## src/rtl/alu_result_stage_pkg.sv

```systemverilog
// Shared ALU control codes and classification helpers for the result stage.

// Branch-class test: true for the six conditional-branch ALU operations.
`define ALU_CTRL_IS_BRANCH(op) ((op) inside {ALU_CTRL_BEQ, ALU_CTRL_BNE, ALU_CTRL_BLT, \
                                             ALU_CTRL_BGE, ALU_CTRL_BLTU, ALU_CTRL_BGEU})

package alu_result_stage_pkg;

  localparam int ALU_CTRL_WIDTH = 5;

  localparam logic [ALU_CTRL_WIDTH-1:0] ALU_CTRL_ADD    = 5'd0;
  localparam logic [ALU_CTRL_WIDTH-1:0] ALU_CTRL_SUB    = 5'd1;
  localparam logic [ALU_CTRL_WIDTH-1:0] ALU_CTRL_SLL    = 5'd2;
  localparam logic [ALU_CTRL_WIDTH-1:0] ALU_CTRL_SLT    = 5'd3;
  localparam logic [ALU_CTRL_WIDTH-1:0] ALU_CTRL_SLTU   = 5'd4;
  localparam logic [ALU_CTRL_WIDTH-1:0] ALU_CTRL_XOR    = 5'd5;
  localparam logic [ALU_CTRL_WIDTH-1:0] ALU_CTRL_SRL    = 5'd6;
  localparam logic [ALU_CTRL_WIDTH-1:0] ALU_CTRL_SRA    = 5'd7;
  localparam logic [ALU_CTRL_WIDTH-1:0] ALU_CTRL_OR     = 5'd8;
  localparam logic [ALU_CTRL_WIDTH-1:0] ALU_CTRL_AND    = 5'd9;
  localparam logic [ALU_CTRL_WIDTH-1:0] ALU_CTRL_BEQ    = 5'd10;
  localparam logic [ALU_CTRL_WIDTH-1:0] ALU_CTRL_BNE    = 5'd11;
  localparam logic [ALU_CTRL_WIDTH-1:0] ALU_CTRL_BLT    = 5'd12;
  localparam logic [ALU_CTRL_WIDTH-1:0] ALU_CTRL_BGE    = 5'd13;
  localparam logic [ALU_CTRL_WIDTH-1:0] ALU_CTRL_BLTU   = 5'd14;
  localparam logic [ALU_CTRL_WIDTH-1:0] ALU_CTRL_BGEU   = 5'd15;
  localparam logic [ALU_CTRL_WIDTH-1:0] ALU_CTRL_MUL    = 5'd16;
  localparam logic [ALU_CTRL_WIDTH-1:0] ALU_CTRL_MULH   = 5'd17;
  localparam logic [ALU_CTRL_WIDTH-1:0] ALU_CTRL_MULHSU = 5'd18;
  localparam logic [ALU_CTRL_WIDTH-1:0] ALU_CTRL_MULHU  = 5'd19;
  localparam logic [ALU_CTRL_WIDTH-1:0] ALU_CTRL_DIV    = 5'd20;
  localparam logic [ALU_CTRL_WIDTH-1:0] ALU_CTRL_DIVU   = 5'd21;
  localparam logic [ALU_CTRL_WIDTH-1:0] ALU_CTRL_REM    = 5'd22;
  localparam logic [ALU_CTRL_WIDTH-1:0] ALU_CTRL_REMU   = 5'd23;

  function automatic logic is_branch_op(input logic [ALU_CTRL_WIDTH-1:0] op);
    return `ALU_CTRL_IS_BRANCH(op);
  endfunction

endpackage

```

## src/rtl/alu_result_stage_skid_buffer.sv

```systemverilog
// Two-entry valid/ready skid buffer with synchronous flush.
// in_ready comes straight from a register, so it never depends on out_ready.

module skid_buffer #(
  parameter int WIDTH = 8
) (
  input  logic             clk,
  input  logic             resetn,
  input  logic             flush,
  input  logic             in_valid,
  output logic             in_ready,
  input  logic [WIDTH-1:0] in_data,
  output logic             out_valid,
  input  logic             out_ready,
  output logic [WIDTH-1:0] out_data
);

  logic             r_main_valid, r_skid_valid;
  logic [WIDTH-1:0] r_main, r_skid;
  logic             w_in_fire;

  assign in_ready  = !r_skid_valid;
  assign out_valid = r_main_valid;
  assign out_data  = r_main;
  assign w_in_fire = in_valid && !r_skid_valid;

  // Occupancy: skid is only ever filled while main is stalled, so skid implies main.
  always_ff @(posedge clk or negedge resetn) begin
    if (!resetn) begin
      r_main_valid <= 1'b0;
      r_skid_valid <= 1'b0;
    end else if (flush) begin
      r_main_valid <= 1'b0;
      r_skid_valid <= 1'b0;
    end else if (r_skid_valid) begin
      if (out_ready) r_skid_valid <= 1'b0;
    end else if (r_main_valid) begin
      if (out_ready)      r_main_valid <= w_in_fire;
      else if (w_in_fire) r_skid_valid <= 1'b1;
    end else begin
      r_main_valid <= w_in_fire;
    end
  end

  // Payload: no reset needed, qualified by the valid bits above.
  always_ff @(posedge clk) begin
    if (r_skid_valid) begin
      if (out_ready) r_main <= r_skid;
    end else if (w_in_fire && (!r_main_valid || out_ready)) begin
      r_main <= in_data;
    end
    if (w_in_fire && r_main_valid && !out_ready) r_skid <= in_data;
  end

endmodule

```

## src/rtl/alu_result_stage.sv

```systemverilog
// ALU result stage: classifies each ALU result as write-back or branch,
// buffers it in a 2-entry skid buffer and counts retired entries.

module alu_result_stage
  import alu_result_stage_pkg::*;
#(
  parameter int XLEN      = 32,
  parameter int CNT_WIDTH = 32
) (
  input  logic                      clk,
  input  logic                      resetn,
  input  logic                      flush,
  input  logic                      in_valid,
  output logic                      in_ready,
  input  logic [XLEN-1:0]           in_result,
  input  logic [ALU_CTRL_WIDTH-1:0] in_alucontrol,
  input  logic [4:0]                in_rd,
  input  logic [XLEN-1:0]           in_pc,
  input  logic [XLEN-1:0]           in_imm,
  output logic                      out_valid,
  input  logic                      out_ready,
  output logic                      out_we,
  output logic [4:0]                out_rd,
  output logic [XLEN-1:0]           out_wdata,
  output logic                      out_is_branch,
  output logic                      out_taken,
  output logic [XLEN-1:0]           out_target,
  output logic [CNT_WIDTH-1:0]      retired_cnt
);

  // {we, rd, wdata, is_branch, taken, target}
  localparam int PW = 2 * XLEN + 8;

  logic                 w_is_branch, w_we;
  logic [PW-1:0]        w_in_pay, w_out_pay;
  logic                 w_hd_we, w_hd_br, w_hd_tk;
  logic [CNT_WIDTH-1:0] r_retired_cnt;

  assign w_is_branch = is_branch_op(in_alucontrol);
  assign w_we        = !w_is_branch && (in_rd != 5'd0);
  assign w_in_pay    = {w_we, in_rd, in_result, w_is_branch, in_result[0], in_pc + in_imm};

  skid_buffer #(.WIDTH(PW)) u_skid (
    .clk       (clk),
    .resetn    (resetn),
    .flush     (flush),
    .in_valid  (in_valid),
    .in_ready  (in_ready),
    .in_data   (w_in_pay),
    .out_valid (out_valid),
    .out_ready (out_ready),
    .out_data  (w_out_pay)
  );

  assign {w_hd_we, out_rd, out_wdata, w_hd_br, w_hd_tk, out_target} = w_out_pay;

  // Control flags are masked so an empty stage never advertises a write or branch.
  assign out_we        = out_valid && w_hd_we;
  assign out_is_branch = out_valid && w_hd_br;
  assign out_taken     = out_valid && w_hd_tk;
  assign retired_cnt   = r_retired_cnt;

  // Retired counter: every output transfer, flush cycle included; wraps naturally.
  always_ff @(posedge clk or negedge resetn) begin
    if (!resetn)                     r_retired_cnt <= '0;
    else if (out_valid && out_ready) r_retired_cnt <= r_retired_cnt + 1'b1;
  end

endmodule
```

## config.mk

```make
export PLATFORM = sky130hd
export DESIGN_NAME = alu_result_stage
export DESIGN_NICKNAME = d
export VERILOG_FILES = /design/src/rtl/alu_result_stage_pkg.sv /design/src/rtl/alu_result_stage_skid_buffer.sv /design/src/rtl/alu_result_stage.sv
export SDC_FILE = /design/constraint.sdc
export NUM_CORES = 1
export LEC_CHECK = 0
export ABC_CLOCK_PERIOD_IN_PS = 9800
export CAP_MARGIN = 20
export CELL_PAD_IN_SITES_DETAIL_PLACEMENT = 1
export CELL_PAD_IN_SITES_GLOBAL_PLACEMENT = 1
export CORE_ASPECT_RATIO = 0.75
export CORE_MARGIN = 2
export CORE_UTILIZATION = 44
export CTS_BUF_LIST = sky130_fd_sc_hd__clkbuf_4
export DETAILED_ROUTE_END_ITERATION = 6
export GPL_TIMING_DRIVEN = 0
export PLACE_DENSITY_LB_ADDON = 0.1
export SYNTH_ARGS = -nofsm -noshare
export SYNTH_HDL_FRONTEND = slang
export SYNTH_SLANG_ARGS = --single-unit
```

## constraint.sdc

```tcl
create_clock -name clk -period 9.8 [get_ports clk]
set_input_delay 0.98 -clock clk [delete_from_list [all_inputs] [get_ports clk]]
set_output_delay 0.98 -clock clk [all_outputs]
set_load 0.005 [all_outputs]
```

==> out/metrics.yaml <==
status: "finished, final reports clean"
hpwl_um: 18700
drv_slew: 0
via_count: 6805
period_needed_ns: 3.61
power_frac_seq: 0.516
swShare: 0.296
initial_core_util: 0.452
finalWorstSetupSlack_ns: 6.19
power.net_switching_mw: 0.518
synth_area_um2: 9240
drv_cap: 0
crit_type: "reg2out"
p_comb_frac: 0.240
routedWlPerCell_um: 18.7
synth_nets: 910
place_area_um2: 11800
io_pins: 217
fin_area_um2: 12100
finalHoldViolations: 0
worstPathArrival_ns: 2.63
fin_nets: 1152
drive_above_1_share: 0.184
cts_made_buffers: 17
final.period_utilization: 0.369
cts_tree: "yes"
relSlewSlack: 0.446
synth-edff-count: 142
reg2reg_from: "u_skid.r_skid_valid$_DFF_PN0_"
final_common_cell: "clkdlybuf4s50_1"
final_core_util: 0.594
post_cts_buffers: 0
cp_slowest_cell: "clkdlybuf4s50_1"
layout_common_cells: "clkdlybuf4s50_1, edfxtp_1, nand2_1"
cts_hold_buf: 0
grt_max_degree: 42
grt_pass1_wl_um: 38200
ys.flop_type: "edfxtp_1"
rsz0062_at_grt: "false"
place_congestion: 0.829
synth_seq_cells: 176
insertedDiodeCount: 0
dieArea_um2: 22200
yosys_warnings: 0
routed_via_density: 5.22
rows: 45
dp_worst_setup_slack_ns: 5.78
cts.sinks: 176
yosysUniqueCellTypes: 65
die-width_um: 171
htree_levels: 4
insertion_delay_ns: 0.58
antenna_found_initial: 0
leakage_nw: 4.63
max_freq_ghz: 0.277
postSynthCellCount: 766
cts_buffer_depth: 2
worstHoldPathType: "in2async"
crit_family: "buffers and inverters"
worst_setup_path_start_kind: "flip-flop"
post_cts_resized: 0
die_h_um: 129
seq_area_frac_synth: 0.554
firstDrtPassIters: 5
grt_pass1_vias: 7040
drt-total-wl_um: 24300
clkTransAtPathRegs_ns: 0.16
crit_fanout: 10
cellPowerDensity_nw_per_um2: 144
grt_overflow: 0
rr_endpoint: "u_skid.out_data[71]$_DFFE_PP_"
core_um2: 20400
syn_area_per_cell_um2: 12.1
internal_power_mw: 1.23
fin_skew_ns: 0.0205
power_frac_clock: 0.244
track_usage: 0.224
setup.worst_path.end_class: "output port"
path_buf_inv: 4
required_ns: 8.82
peakVddDrop_mv: 0.0794
first_iter_violations: 389
ant_nets: 0
fin_cells: 1303
cts-root-buf: "clkbuf_4"
worst_pin_slew_ns: 0.831
r2r_slack_ns: 6.57
synthArstFlopShare: 0.193
worstPathCellList: "clkbuf_1, inv_1, clkbuf_1, clkdlybuf4s50_1"
reg2reg_depth: 5
area_growth_pct: 31.5
portBuffers: 215
finalSetupViolCount: 0
path_common_cell: "clkbuf_1"
critPathMaxStageDelay_ns: 0.62
drc: 0
placed_cells: 1271
flip-flops by register name, summed over array words and instances, names as in the netlist:
| signal | count |
|---|---|
| u_skid.r_skid_valid | 1 |
| u_skid.out_data | 71 |
| retired_cnt | 32 |
| u_skid.r_skid | 71 |
| u_skid.out_valid | 1 |
cells by family (layout without fill, tap and decap cells):
kind of cell | Yosys count | in the layout | share of synthesized area
AOI/OAI and AO/OA | 135 | 135 | 0.104
buffers and inverters | 108 | 363 | 0.0732
xor gates and xnor gates | 57 | 57 | 0.0541
and+or+nand+nor | 200 | 200 | 0.100
muxes | 57 | 57 | 0.0691
DFF | 176 | 176 | 0.554
adders and majority gates | 33 | 33 | 0.0455
worst reg2reg max path, stage by stage, from the launching register on:
cell      delay (ns)
dfrtp_1         0.37
clkbuf_1        0.43
clkbuf_1        0.61
buf_1           0.60
o22a_4          0.60
buf_12          0.32
through the flow:
stage	setup TNS, ns	hold WS, ns	total power [mW]
after floorplan	0	0.465	1.14
after global placement	-60.71	0.456	1.32
after detailed placement	0	0.469	1.34
after CTS	0	0.444	1.77
after global routing	0	0.471	1.83
final	0	0.456	1.75
worst max-delay path by stage:
stage	endpoint	slack, ns	startpoint	cells after the start
finish	in_ready	6.19	u_skid.r_skid_valid$_DFF_PN0_	4
global route	in_ready	6.01	u_skid.r_skid_valid$_DFF_PN0_	4
CTS	in_ready	6.10	u_skid.r_skid_valid$_DFF_PN0_	4
detailed placement	u_skid.out_data[16]$_DFFE_PP_	5.78	in_pc[0]	10
global placement	u_skid.r_skid[63]$_DFFE_PP_	-0.85	in_valid	3
floorplan	u_skid.r_skid[0]$_DFFE_PP_	2.93	in_valid	2
per-layer routing:
metal	share of wire	routed length (µm)	GRT usage	vias up
met1	0.47	11300	0.310	3368
met3	0.057	1390	0.0498	15
met4	0.0086	210	0.0419	0
met5	0	0	0	-
met2	0.47	11400	0.368	178
li1	-	-	-	3244
power by group through the flow:
stage	registers, mW	clock network, mW	logic (mW)
floorplan	0.915	0	0.223
global placement	0.920	0	0.404
detailed placement	0.919	0	0.421
CTS	0.903	0.438	0.424
global route	0.908	0.462	0.461
finish	0.902	0.426	0.420
Yosys cell counts (4+ instances only):
cell / count / area share
a311oi_1: 4 / 0.0038
buf_4: 70 / 0.057
nand2_1: 74 / 0.030
nand3_1: 17 / 0.0092
xor2_1: 21 / 0.020
edfxtp_1: 142 / 0.46
nor2_1: 51 / 0.021
o21bai_1: 5 / 0.0041
nor3_1: 13 / 0.0070
clkbuf_1: 15 / 0.0061
a211oi_1: 5 / 0.0041
mux2_2: 54 / 0.066
a211o_1: 4 / 0.0038
nand4_1: 14 / 0.0095
a21oi_1: 37 / 0.020
a41o_1: 4 / 0.0043
and2_1: 6 / 0.0041
o211ai_1: 7 / 0.0057
o21a_1: 5 / 0.0041
ha_1: 32 / 0.043
o21ai_0: 20 / 0.011
xnor2_1: 36 / 0.034
inv_1: 13 / 0.0053
a21o_1: 11 / 0.0089
buf_2: 6 / 0.0033
o31ai_1: 6 / 0.0049
dfrtp_1: 34 / 0.092
area by class of cell:
cell class | count | area, µm²
inverter | 14 | 52.6
timing repair buffer | 223 | 2250
clock buffer | 18 | 135
buffer | 94 | 623
fill | 2121 | 8290
multi-input combinational | 482 | 3460
sequential | 176 | 5110
tap | 282 | 353
clock inverter | 14 | 164
No activity file was read; power rests on OpenSTA's default activity.
